<file path="src/rtl/ofs_fim_eth_sb_tx_arb.sv">
// Sideband TX arbiter. Each requester has a one-entry holding register. A round-robin
// grant merges the held words onto one registered output. Overwritten words are counted.

module ofs_fim_eth_sb_tx_arb_lane #(
  parameter int DW = 32
) (
  input  logic          clk,
  input  logic          rst_n,
  input  logic          req_valid,
  input  logic [DW-1:0] req_data,
  input  logic          grant,
  input  logic          ovf_clr,
  output logic          pend_vld,
  output logic [DW-1:0] pend_data,
  output logic          ovf_sticky,
  output logic          ovw
);
  // A new word loses the held word only when the held word is not leaving this cycle.
  assign ovw = req_valid & pend_vld & ~grant;

  always_ff @(posedge clk or negedge rst_n) begin
    if (!rst_n) begin
      pend_vld   <= 1'b0;
      pend_data  <= '0;
      ovf_sticky <= 1'b0;
    end else begin
      if (req_valid) begin
        pend_vld  <= 1'b1;
        pend_data <= req_data;
      end else if (grant) begin
        pend_vld  <= 1'b0;
      end
      if (ovw)          ovf_sticky <= 1'b1;
      else if (ovf_clr) ovf_sticky <= 1'b0;
    end
  end
endmodule

module ofs_fim_eth_sb_tx_arb #(
  parameter int NUM_REQ = 4,
  parameter int DW      = 32,
  parameter int CW      = 16
) (
  input  logic                       clk,
  input  logic                       rst_n,
  input  logic [NUM_REQ-1:0]         req_valid,
  input  logic [NUM_REQ*DW-1:0]      req_data,
  output logic                       out_valid,
  output logic [DW-1:0]              out_data,
  output logic [$clog2(NUM_REQ)-1:0] out_src,
  output logic [NUM_REQ-1:0]         ovf_sticky,
  input  logic [NUM_REQ-1:0]         ovf_clr,
  output logic [CW-1:0]              drop_cnt
);
  localparam int SW = $clog2(NUM_REQ);
  localparam int PW = $clog2(NUM_REQ + 1);
  localparam int AW = CW + PW;

  logic [NUM_REQ-1:0]          pend_vld;
  logic [NUM_REQ-1:0][DW-1:0]  pend_data;
  logic [NUM_REQ-1:0]          ovw;
  logic [NUM_REQ-1:0]          gnt;
  logic [SW-1:0]               last_grant;
  logic [SW-1:0]               gnt_idx;
  logic [SW-1:0]               sidx;
  logic                        any_gnt;
  logic [PW-1:0]               pc;
  logic [AW-1:0]               drop_sum;
  logic [CW-1:0]               drop_nxt;

  for (genvar i = 0; i < NUM_REQ; i++) begin : g_lane
    ofs_fim_eth_sb_tx_arb_lane #(.DW(DW)) u_lane (
      .clk       (clk),
      .rst_n     (rst_n),
      .req_valid (req_valid[i]),
      .req_data  (req_data[i*DW +: DW]),
      .grant     (gnt[i]),
      .ovf_clr   (ovf_clr[i]),
      .pend_vld  (pend_vld[i]),
      .pend_data (pend_data[i]),
      .ovf_sticky(ovf_sticky[i]),
      .ovw       (ovw[i])
    );
  end

  // Round-robin search; k=NUM_REQ wraps back to last_grant so it is considered last.
  always_comb begin
    any_gnt = 1'b0;
    gnt_idx = '0;
    sidx    = '0;
    gnt     = '0;
    for (int k = 1; k <= NUM_REQ; k++) begin
      sidx = SW'((int'(last_grant) + k) % NUM_REQ);
      if (!any_gnt && pend_vld[sidx]) begin
        any_gnt = 1'b1;
        gnt_idx = sidx;
      end
    end
    if (any_gnt) gnt[gnt_idx] = 1'b1;
  end

  always_comb begin
    pc = '0;
    for (int i = 0; i < NUM_REQ; i++) pc = pc + PW'(ovw[i]);
    drop_sum = AW'(drop_cnt) + AW'(pc);
    drop_nxt = (|drop_sum[AW-1:CW]) ? '1 : drop_sum[CW-1:0];
  end

  always_ff @(posedge clk or negedge rst_n) begin
    if (!rst_n) begin
      out_valid  <= 1'b0;
      out_data   <= '0;
      out_src    <= '0;
      last_grant <= SW'(NUM_REQ - 1);
      drop_cnt   <= '0;
    end else begin
      out_valid <= any_gnt;
      drop_cnt  <= drop_nxt;
      if (any_gnt) begin
        out_data   <= pend_data[gnt_idx];
        out_src    <= gnt_idx;
        last_grant <= gnt_idx;
      end
    end
  end
endmodule

</file>
<file path="config.mk">
export PLATFORM = sky130hd
export DESIGN_NAME = ofs_fim_eth_sb_tx_arb
export DESIGN_NICKNAME = d
export VERILOG_FILES = /design/src/rtl/ofs_fim_eth_sb_tx_arb.sv
export SDC_FILE = /design/constraint.sdc
export NUM_CORES = 1
export LEC_CHECK = 0
export ABC_CLOCK_PERIOD_IN_PS = 3740
export CAP_MARGIN = 20
export CORE_UTILIZATION = 46
export CTS_BUF_LIST = sky130_fd_sc_hd__clkbuf_8 sky130_fd_sc_hd__clkbuf_16
export DETAILED_ROUTE_END_ITERATION = 6
export PLACE_DENSITY = 0.77
export SLEW_MARGIN = 30
export SYNTH_ARGS = -nofsm -noshare
export SYNTH_HDL_FRONTEND = slang
export SYNTH_HIERARCHICAL = 1
export SYNTH_SLANG_ARGS = --single-unit
</file>
<file path="constraint.sdc">
create_clock -name clk -period 3.74 [get_ports clk]
set_input_delay 0.748 -clock clk [delete_from_list [all_inputs] [get_ports clk]]
set_output_delay 0.748 -clock clk [all_outputs]
set_load 0.03 [all_outputs]
</file>
**Yosys cells after proc, flatten, opt, wreduce, memory -nomap -nowiden**

Cells that the tools add are included.

- Word-level logic and storage cells: 97
- Output and inout bits: 55
- Register bits: 189
- Input bits: 138

- Order comparisons: 6
- Reductions and logical operators: 16
- $add $sub $neg: 8
- Bitwise logic cells: 12
- Multiplexer cells: 38

Operators by type and width:

| cell | number |
|---|---|
| 32-bit binary-select mux with 2-bit select | 1 |
| 32-bit 2-to-1 mux | 1 |
| 1-bit 2-to-1 mux | 25 |
| 16-bit by 3-bit adder with 17-bit output | 1 |
| 16-bit 2-to-1 mux | 1 |
| 2-bit nonzero test | 8 |
| 2-bit by 3-bit less-than comparator with 1-bit output (second input constant) | 5 |
| 1-bit AND | 8 |
| 1-bit binary-select mux with 2-bit select | 4 |
| 2-bit 2-to-1 mux | 4 |
| 2-bit by 1-bit adder with 2-bit output (second input constant) | 2 |
| 2-bit adder (second input constant) | 2 |
| 1-bit logical AND | 4 |
| 4-bit 2-to-1 mux | 1 |
| 1-bit NOT | 4 |
| 2-bit by 1-bit adder with 3-bit output | 1 |
| 3-bit by 1-bit adder with 3-bit output | 1 |
| 1-bit zero test | 3 |
| 3-bit OR reduction | 1 |
| 1-bit by 1-bit adder with 2-bit output | 1 |
| 1-bit demux with 2-bit select | 1 |
| 2-bit by 1-bit greater-or-equal comparator with 1-bit output (second input constant) | 1 |

**Depth between registers and ports, before layout**

- Depth in word-level cells: 26
- Gate-level depth with buffers: 18
- Gate-level depth less buffers: 16

**By module**

Netlist, hierarchy kept.

Modules (own cells, without submodules):

| module | instances | area an instance (um^2) | cells each |
|---|---|---|---|
| ofs_fim_eth_sb_tx_arb_lane | 4 | 1423.9 | 75 |
| ofs_fim_eth_sb_tx_arb | 1 | 3055.4 | 290 |

**Worst setup path before layout**

Ideal clock, no wire load.

- Path kind: register to register
- From: register last_grant[0]
- To: register drop_cnt[14]
- Data required time: 3615 ps
- Cell stages (with the launch flop): 19
- Setup time: 125 ps
- Slack: -295 ps
- Arrival: 3910 ps
- Path through: dfstp_2 nand2b_1 o211ai_1 o221a_2 buf_4 nor2_1 buf_2 and2_1 and3b_2 fa_1 inv_1 fa_1 inv_1 fa_1 nand3_1 nor4_1 nand3_1 nor3_1 a21oi_1

- Word-level cells in the longest chain between the ends: 26
- Elaborated cells between the ends (all ways): 46

Ends and longest elaborated chain:

| element | RTL line | RTL |
|---|---|---|
| from (decl) | 63 | `logic [SW-1:0] last_grant;` |
| from (signal assigned) | 114 | `last_grant <= SW'(NUM_REQ - 1);` |
| from (signal assigned) | 122 | `last_grant <= gnt_idx;` |
| 2-bit by 1-bit adder with 2-bit output | 93 | `sidx = SW'((int'(last_grant) + k) % NUM_REQ);` |
| 1-bit binary-select mux with 2-bit select | 94 | `if (!any_gnt && pend_vld[sidx]) begin` |
| 1-bit 2-to-1 mux (not written as such) | 94 |  |
| 1-bit 2-to-1 mux | 94 |  |
| 1-bit zero test | 94 |  |
| 1-bit logical AND | 94 |  |
| 1-bit 2-to-1 mux | 94 |  |
| 1-bit zero test | 94 |  |
| [10 not listed] | - |  |
| via gnt[0] | 62 | `logic [NUM_REQ-1:0] gnt;` |
| [2 not listed] | - |  |
| via ovw[0] | 61 | `logic [NUM_REQ-1:0] ovw;` |
| 1-bit by 1-bit adder with 2-bit output (*) | 104 | `for (int i = 0; i < NUM_REQ; i++) pc = pc + PW'(ovw[i]);` |
| 2-bit by 1-bit adder with 3-bit output (*) | 104 |  |
| 3-bit by 1-bit adder with 3-bit output (*) | 104 |  |
| 16-bit by 3-bit adder with 17-bit output (*) | 105 | `drop_sum = AW'(drop_cnt) + AW'(pc);` |
| 3-bit OR reduction | 106 | `drop_nxt = (\|drop_sum[AW-1:CW]) ? '1 : drop_sum[CW-1:0];` |
| 16-bit 2-to-1 mux (*) | 106 |  |
| via drop_nxt[14] | 69 | `logic [CW-1:0] drop_nxt;` |
| to (signal assigned) | 118 | `drop_cnt <= drop_nxt;` |
| to (decl) | 53 | `output logic [CW-1:0] drop_cnt` |

The timed path passes the listed nets; every way through them passes the cells marked *. The select of a mux whose other input is x is not followed.
A chain may end at the register's enable or synchronous reset.

**Worst setup path after layout**

- From: register last_grant[0]
- To: register drop_cnt[12]

Same word-level chain as after synthesis.

==> results.cfg <==
[sta]
drv_slew = 0
fmax_mhz = 273
tns_ns = 0
period_needed_ns = 3.66
rsz0062_at_grt = yes
tightest_slew_ns = 0.823
period_share_pct = 97.9
fin_worst_skew_ns = 0.0124
finalHoldViolCount = 0
relSlewSlack_pct = 45.1
setup_viol = 0

[hold_path]
hp-class = in -> async

[outcome]
status = finished, final reports clean

[global_routing]
antenna_found_initial = 0
grt_pass1_vias = 6163
grt_overflow_total = 0
grt_pass1_wl_um = 33100
grt_max_degree = 102
grt_usage_pct = 22.0

[synth]
synthArstFlopShare_pct = 100
yosysUniqueCellTypes = 38
syn-cell-area_um2 = 8750
avgSynthCellArea_um2 = 14.8
yosysSeqAreaShare_pct = 54.1
synthFlopType = dfrtp_1
yosysTopAreaCell = dfrtp_1
yosys_register_bits = 189
synth_edf_count = 0
synthesis.nets = 732
yosys_warnings = 6
synth.top_cell.area_share_pct = 53.5
synth_cells = 590
yosys-top-cells-area = dfrtp_1 53%, mux2_4 20%, mux2i_1 7.3%

[power]
power_density_nw_per_um2 = 750
leakage_nw = 5.23
irDropWorstVdd_uv = 916

[setup_path]
required_ns = 4.06
setup.worst_path.start = last_grant[0]
crit_end = drop_cnt[12]
regToRegSetupSlack_ns = 0.08
reg2reg_depth = 15
worstPathMaxFanout = 6
r2r-end = drop_cnt[12]
worstSetupStartpointType = flop
setup.worst_path.end_class = flop
r2r_start = last_grant[0]
critPathKind = reg -> reg
worstPathArrival_ns = 3.98

[final_layout]
n_antenna_cell = 0
layout.nets = 922
syn_to_final_growth_pct = 29.7
stdcell_area_um2 = 11400
fin_cells = 1026
fill_cells = 1410
drive_above_1_share_pct = 25.3

[placed_design]
gp_congestion = 0.802
dpl.hpwl_um = 13400
post_dp_cell_area_um2 = 10700
dp.cells = 994
port_buffers = 192

[floorplanning]
row_count = 50
die_area_um2 = 19600
fp.dieH_um = 140
die_x_um = 140
core_um2 = 18700
pin_count = 193
start_util_pct = 46.8

[route]
drc_errors = 0
vias = 5539
ant_nets = 0
first_pass_iters = 5
drt_wl_total_um = 20600
vias_per_cell = 5.40
drt-initial-drc-count = 283
wl_per_cell_um = 20.1

[clock_network]
cts-root-buf = clkbuf_16
clockBufferDepth = 2
clock_latency_ns = 0.42
cts_tree = built
cts_htree_levels = 4
clkSlewWorstSetupHoldPaths_ns = 0.07
cts_sinks = 189
cts_buffers = 17

[run]
maxCapViolCount = 0
==> power breakdown <==
group,switching [mW],internal [mW]
sequential,0.349,2.52
clock,0.798,1.01
combinational,2.05,1.79
total,3.20,5.32
==> cell usage in the layout, fill, tap and decap left out, drive strengths merged, types with 18 or more instances in the layout <==
master	netlist	routed
dfrtp	187	187
clkdlybuf4s50	0	187
mux2	128	128
mux2i	64	64
nor2	37	37
a221oi	32	32
clkbuf	8	19
inv	16	19
nand2	18	18
buf	27	18
==> worst min path at each step <==
stage	depth (start not counted)	slack, ns	to	startpoint
finish	1	0.39	g_lane[3].u_lane/pend_data[18]	rst_n
global route	1	0.46	g_lane[3].u_lane/pend_data[21]	rst_n
CTS	1	0.44	g_lane[3].u_lane/pend_data[18]	rst_n
detailed placement	2	0.47	out_src[0]	out_src[0]
global placement	2	0.47	out_src[0]	out_src[0]
floorplan	0	0.45	drop_cnt[0]	rst_n
==> cells by family after synthesis <==
kind of cell | share of synthesized area, %
AND/OR/NAND/NOR | 4.75
multiplexers | 28.8
buffers and inverters | 5.29
AO/OA/AOI/OAI | 5.19
flip-flops | 54.1
XOR/XNOR | 1.10
adder cells (fa/ha/maj) | 0.829
==> metrics by stage <==
stage	power (mW)	hold WS, ns	worst slack (ns)	util (%)
detailed placement	6.70	0.472	-0.0198	57.2
finish	8.52	0.395	0.0790	60.7
global placement	6.57	0.472	0.118	57.2
global route	8.99	0.458	-0.0433	60.7
CTS	8.53	0.436	0.0562	60.4
floorplan	5.51	0.452	0.0175	-
==> what timing repair did <==
item                       4_1_cts  5_1_grt
pin swaps                        0        6
buffers inserted                 0        1
gates resized for setup          1       11
setup endpoints to repair       13       15
hold buffers                     0        0
==> cell usage after synthesis (3+ instances only) <==
| master | number |
|---|---|
| dfrtp_1 | 187 |
| mux2_4 | 116 |
| mux2i_1 | 64 |
| nor2_1 | 37 |
| a221oi_1 | 32 |
| nand2_1 | 18 |
| inv_1 | 16 |
| buf_12 | 12 |
| mux2_2 | 12 |
| nand3_1 | 11 |
| a21o_1 | 9 |
| clkbuf_1 | 7 |
| nand2b_1 | 6 |
| xnor2_1 | 6 |
| buf_4 | 5 |
| buf_6 | 5 |
| xor2_1 | 5 |
| a21oi_1 | 4 |
| and3b_2 | 4 |
| buf_2 | 4 |
| o21a_1 | 4 |
| and3_1 | 3 |
| fa_1 | 3 |
==> routing by layer <==
layer	up-vias	track usage, %	wire length [um]
li1	2479	-	-
met3	16	5.30	970
met1	2867	29.3	9250
met2	177	35.8	10200
met5	-	0	0
met4	0	6.48	201
==> flip-flops by register name, indices dropped and copies added (netlist names) <==
signal                    flops
out_src                       2
out_data                     32
g_lane.u_lane/ovf_sticky      4
g_lane.u_lane/pend_data     128
drop_cnt                     16
g_lane.u_lane/pend_vld        4
out_valid                     1
last_grant                    2
==> final cells by class <==
class / instances / area (um2) / share of cell area, %
well taps: 234 / 293 / 2.58
clock inverters: 13 / 141 / 1.25
repair buffers: 206 / 2020 / 17.8
flip-flops and latches: 189 / 4730 / 41.7
multi-input cells: 350 / 3660 / 32.3
clock buffers: 18 / 439 / 3.87
inverters: 16 / 60.1 / 0.529
==> critical path: stages, from the launching register on <==
cell	delay, ns
dfstp_2	0.55
nand2b_4	0.13
a21boi_1	0.10
nor3_4	0.30
and2_4	0.21
and3b_2	0.23
fa_1	0.50
inv_1	0.05
fa_2	0.34
inv_2	0.07
fa_2	0.24
nand3_4	0.13
nor4_4	0.37
buf_4	0.18
nand3_2	0.06
o21a_1	0.11
Power figures use the tool's default switching activity.
==> patch 1, RTL diff (config.mk and constraints unchanged) <==
Change the parameter `CW` from 16 to 18.
--- a/src/rtl/ofs_fim_eth_sb_tx_arb.sv
+++ b/src/rtl/ofs_fim_eth_sb_tx_arb.sv
@@ -39,7 +39,7 @@
 module ofs_fim_eth_sb_tx_arb #(
   parameter int NUM_REQ = 4,
   parameter int DW      = 32,
-  parameter int CW      = 16
+  parameter int CW      = 18
 ) (
   input  logic                       clk,
   input  logic                       rst_n,
Ports: changed (resized drop_cnt); port bits go from 193 to 195. No check against the original RTL was run, so the function may have changed too.
==> patch 1 against the original RTL <==
Utilization grew 0.96 points. Non-clock buffer count increased by 20. Critical path type unchanged. Highest routed layer unchanged. Largest power group unchanged. Synthesized area rose by 7.6%. Cell count grew 16%. Power increased by 4.7%. Worst setup slack worse by 0.026 ns. First-iteration DRC count fell by 19%. Design area increased by 7.4%. Clock power rose by 6%. Sequential cell count up 2. Synthesized cell count is 22% higher. Clock skew down 0.0043 ns. Wire length increased by 4.7%.
==> patch 1: results (changes against the original RTL) <==
- Max_slew headroom: 51.7% (was 45.1%)
- The reg-to-reg critical path endpoint is drop_cnt[13] (was drop_cnt[12]).
- Gpl congestion: 0.805 (was 0.802)
- Port bufs: 194 (was 192)
* Logic inverters: 48 (was 16)
* Via count of the first global-routing pass: 6550 (was 6163)
* Result of the run: completed (unchanged)
* Largest net degree at the start of global routing: 87 (was 102)
* Area growth from synthesis to final layout: 29.5% (was 29.7%)
* Footprint of the multi-input gates: 4070 um2 (was 3660 um2)
- Fraction of area in clock buffers and inverters: 5.09% (was 5.11%)
- The post-synthesis cell type count was 45 (was 38).
- Biggest area contributors in the synthesized netlist: dfrtp_1, mux2_4, mux2i_1 (unchanged).
- The net count reported at finish was 1054 (was 922).
- Fraction of area in multi-input gates: 33.4% (was 32.3%)
- Syn Nets: 861 (was 732)
- Worst reg-to-reg path cell count: 14 (was 15)
* Post-Route Skew: 0.00806 ns (was 0.0124 ns)
- Total area of sequential cells: 4780 um2 (was 4730 um2)
* Arrival time of data at the critical path endpoint: 4.05 ns (was 3.98 ns)
- Total number of multi-input combinational cells: 428 (was 350)
* Leakage power of the design: 5.51 nW (was 5.23 nW)
- The worst ir drop on vdd was 0.486 mV (was 0.916 mV).
* Instance area after placement: 11500 um2 (was 10700 um2)
- Highest net fanout along the worst path: 5 (was 6)
- Global-route usage over all layers: 21.5% (was 22.0%)
- Count of plain and timing-repair buffers: 226 (was 206)
* Filler cell count in the final layout: 1554 (was 1410)
- The post-placement setup slack was -0.0619 ns (was -0.0198 ns).
- First-pass GRT wire length: 35.5 mm (was 33.1 mm)
- Register area share after synthesis: 50.8% (was 54.1%)
- The half-perimeter wire length after placement came to 14.3 mm (was 13.4 mm).
- The sum of routed wire length over all layers is 21.5 mm (was 20.6 mm).
- The delay of the slowest cell on the worst path is 0.57 ns (was 0.55 ns).
- The share of final-layout standard cells stronger than drive strength 1 was 26.1% (was 25.3%).
- The detailed router's first-iteration violation count came to 228 (was 283).
* R2R setup slack: 0.05 ns (was 0.08 ns)
- Initial antenna violation count: 1 (was 0)
- Most used standard cells in the synthesized netlist: dfrtp_1, mux2_4, inv_1 (was dfrtp_1, mux2_4, mux2i_1)
- Registers with the most flip-flops: g_lane.u_lane/pend_data x128, out_data x32, drop_cnt x18 (was g_lane.u_lane/pend_data x128, out_data x32, drop_cnt x16).
- Total vias in the final route: 6220 (was 5539)
patch 1: power by group:
part           switching (mW)  total [mW]  leakage, nW  internal [mW]
Clock                   0.820        1.90        0.288           1.08
Sequential              0.322        2.86         2.25           2.53
Combinational            2.24        4.15         2.97           1.92
patch 1: stage by stage:
stage	hold WS, ns	cells
floorplan	0.452	719
global placement	0.466	1153
detailed placement	0.467	1153
CTS	0.389	1186
global route	0.406	1190
finish	0.365	1191
patch 1: metal layers:
| metal | global-route usage [%] | part of all wire (%) | up-vias |
|---|---|---|---|
| li1 | - | - | 2942 |
| met1 | 28.8 | 46 | 3119 |
| met2 | 35.2 | 48 | 148 |
| met3 | 5.47 | 4.8 | 11 |
| met4 | 4.79 | 0.85 | 0 |
| met5 | 0 | 0 | - |
patch 1: kinds of logic (layout without fill, tap and decap cells):
kind of cell	Yosys count	in the layout	synth area share (%)
AO/OA/AOI/OAI	120	120	8.07
XOR/XNOR	12	12	1.12
adder cells (fa/ha/maj)	4	4	0.771
other	0	1	0
AND/OR/NAND/NOR	132	132	8.69
multiplexers	160	160	23.3
flip-flops	191	191	50.8
buffers and inverters	100	306	7.24
patch 1: repair_timing:
| action | in CTS | in global routing |
|---|---|---|
| resized for setup | 1 | 18 |
| setup buffers | 1 | 4 |
| endpoints found under the setup margin | 17 | 18 |
| pin swaps | 0 | 10 |
patch 1: how the worst max path moves through the flow:
| stage | from | to | slack, ns |
|---|---|---|---|
| CTS | last_grant[0] | drop_cnt[2] | 0.005 |
| floorplan | last_grant[0] | drop_cnt[15] | -0.19 |
| global placement | last_grant[0] | drop_cnt[2] | 0.01 |
| global route | last_grant[0] | drop_cnt[16] | -0.06 |
| finish | last_grant[0] | drop_cnt[13] | 0.05 |
| detailed placement | last_grant[0] | drop_cnt[2] | -0.06 |
==> patch 2, RTL diff (config.mk and constraints unchanged) <==
Made on the original files. Register the input `req_data` before use, cleared by the reset. The logic sees it one clock later. The other inputs are not delayed to match.
--- a/src/rtl/ofs_fim_eth_sb_tx_arb.sv
+++ b/src/rtl/ofs_fim_eth_sb_tx_arb.sv
@@ -56,6 +56,16 @@
   localparam int PW = $clog2(NUM_REQ + 1);
   localparam int AW = CW + PW;
 
+  logic [NUM_REQ*DW-1:0] req_data_q;
+
+  always_ff @(posedge clk or negedge rst_n) begin
+    if (!rst_n) begin
+      req_data_q <= '0;
+    end else begin
+      req_data_q <= req_data;
+    end
+  end
+
   logic [NUM_REQ-1:0]          pend_vld;
   logic [NUM_REQ-1:0][DW-1:0]  pend_data;
   logic [NUM_REQ-1:0]          ovw;
@@ -73,7 +83,7 @@
       .clk       (clk),
       .rst_n     (rst_n),
       .req_valid (req_valid[i]),
-      .req_data  (req_data[i*DW +: DW]),
+      .req_data  (req_data_q[i*DW +: DW]),
       .grant     (gnt[i]),
       .ovf_clr   (ovf_clr[i]),
       .pend_vld  (pend_vld[i]),
Behaviour: not the same (a bounded check fails within 4 cycles, from zero or initial values and one cycle with rst_n low).
==> patch 2 against the original RTL <==
Sequential share of layout area increased by 9.9 points. Die area increased by 37%. Worst setup slack improved by 0.092 ns. Sequential cell count increased by 128. Power increased by 38%. Synthesized area increased by 38%. Clock skew decreased by 0.00066 ns. Wire length increased by 21%. Design area increased by 36%.
==> patch 2: results (changes against the original RTL) <==
- Result of the run: completed (unchanged).
- Wire length on met1: 10.7 mm (was 9.25 mm)
* First-pass GRT wire length: 38.9 mm (was 33.1 mm)
* Total Routed Length: 24.8 mm (was 20.6 mm)
- The per-instance average area after synthesis is 16.8 um2 (was 14.8 um2).
* Count of plain and timing-repair buffers: 210 (was 206)
- The signal arrival time at the worst endpoint is 3.95 ns (was 3.98 ns).
- The area fraction in compound gates after synthesis came to 4.58% (was 5.19%).
* H-Tree Depth: 2 (was 4)
- Registers with the most flip-flops: g_lane.u_lane/pend_data x128, req_data_q x128, out_data x32 (was g_lane.u_lane/pend_data x128, out_data x32, drop_cnt x16)
* Worst vdd rail ir drop: 0.647 mV (was 0.916 mV)
* DRC marker count from the first detailed-route iteration: 301 (was 283)
- The post-detailed-route wirelength per cell is 19.3 um (was 20.1 um).
* FP Rows: 58 (was 50)
- Post-Route Skew: 0.0117 ns (was 0.0124 ns)
* Register area share after synthesis: 65.7% (was 54.1%)
- Syn Nets: 860 (was 732)
- The footprint of the multi-input gates came to 3720 um2 (was 3660 um2).
- Clock buffer depth: 3 (was 2)
- The post-placement setup slack came to -0.134 ns (was -0.0198 ns).
- Post-synthesis mux area share: 21.0% (was 28.8%)
* Most used standard cells in the synthesized netlist: dfrtp_1, mux2_4, mux2i_1 (unchanged)
- The post-synthesis cell type count was 41 (was 38).
- Number of flip-flops and latches: 317 (was 189)
- Logic inverters: 14 (was 16)
* Ratio of cells with drive above 1 in the final layout: 25.6% (was 25.3%)
- The ratio of routed vias to standard cells came to 5.08 (was 5.40).
* Met2 routing resource usage after global routing: 31.5% (was 35.8%)
* Via count of the first global-routing pass: 7070 (was 6163)
- HPWL reported at the end of detailed placement: 15.9 mm (was 13.4 mm)
- Filler cell count in the final layout: 1863 (was 1410)
- Met3 Resource Use GR: 3.11% (was 5.30%)
* Leakage power of the design: 7.07 nW (was 5.23 nW)
* Instance area after placement: 14100 um2 (was 10700 um2)
* Area share of xor/xnor cells in the synthesized design: 0.580% (was 1.10%)
- The clock network contribution to total cell area was 7.72% (was 5.11%).
* Area growth from synthesis to final layout: 27.5% (was 29.7%)
* Total number of multi-input combinational cells: 352 (was 350)
- Global-route usage over all layers: 19.0% (was 22.0%)
- Number of CTS-inserted buffers: 35 (was 17)
- Endpoint of the worst setup timing path: drop_cnt[10] (was drop_cnt[12])
* Adder-Cell Fraction of Synth Area: 0.601% (was 0.829%)
- The proportion of final cell area spent on non-clock buffers came to 13.5% (was 17.8%).
- Fraction of synthesis flops using an asynchronous set or reset pin: 100% (unchanged)
- Biggest area contributors in the synthesized netlist: dfrtp_1, mux2_4, mux2i_1 (unchanged)
- Layout clock buffers: 43 (was 18)
* Share of the clock period used by the worst path: 95.4% (was 97.9%)
* Global-route met1 utilization: 25.3% (was 29.3%)
- Met2 wire length: 12.4 mm (was 10.2 mm)
- R2R setup slack: 0.17 ns (was 0.08 ns)
* Number of nets in the finished design: 1072 (was 922)
- Largest net degree at the start of global routing: 97 (was 102)
- Cells after DPL: 1221 (was 994)
-- patch 2: timing repair --
item | in CTS | in global routing
pin swaps | 0 | 2
setup buffers | 0 | 2
gates resized for setup | 3 | 6
setup endpoints to repair | 13 | 15
-- patch 2: worst min path at each step --
stage	start	endpoint	slack, ns	depth (start not counted)
2_1_floorplan	last_grant[0]	last_grant[0]	0.44	2
3_3_place_gp	last_grant[0]	last_grant[0]	0.46	2
3_5_place_dp	req_data_q[126]	g_lane[3].u_lane/pend_data[30]	0.46	1
4_1_cts	rst_n	drop_cnt[8]	0.30	1
5_1_grt	rst_n	drop_cnt[8]	0.33	1
6_report	rst_n	drop_cnt[8]	0.28	1
-- patch 2: where the power goes --
group	switching [mW]	total, mW	internal (mW)
Combinational	2.12	3.97	1.85
Sequential	0.382	4.35	3.97
Clock	1.33	3.45	2.12
Total	3.83	11.8	7.94
-- patch 2: cell families after synthesis --
logic type / count (synthesis)
fa+ha+maj: 4
mux: 194
compound gates: 59
simple gates: 87
flops: 317
buf+inv: 49
xor+xnor: 8
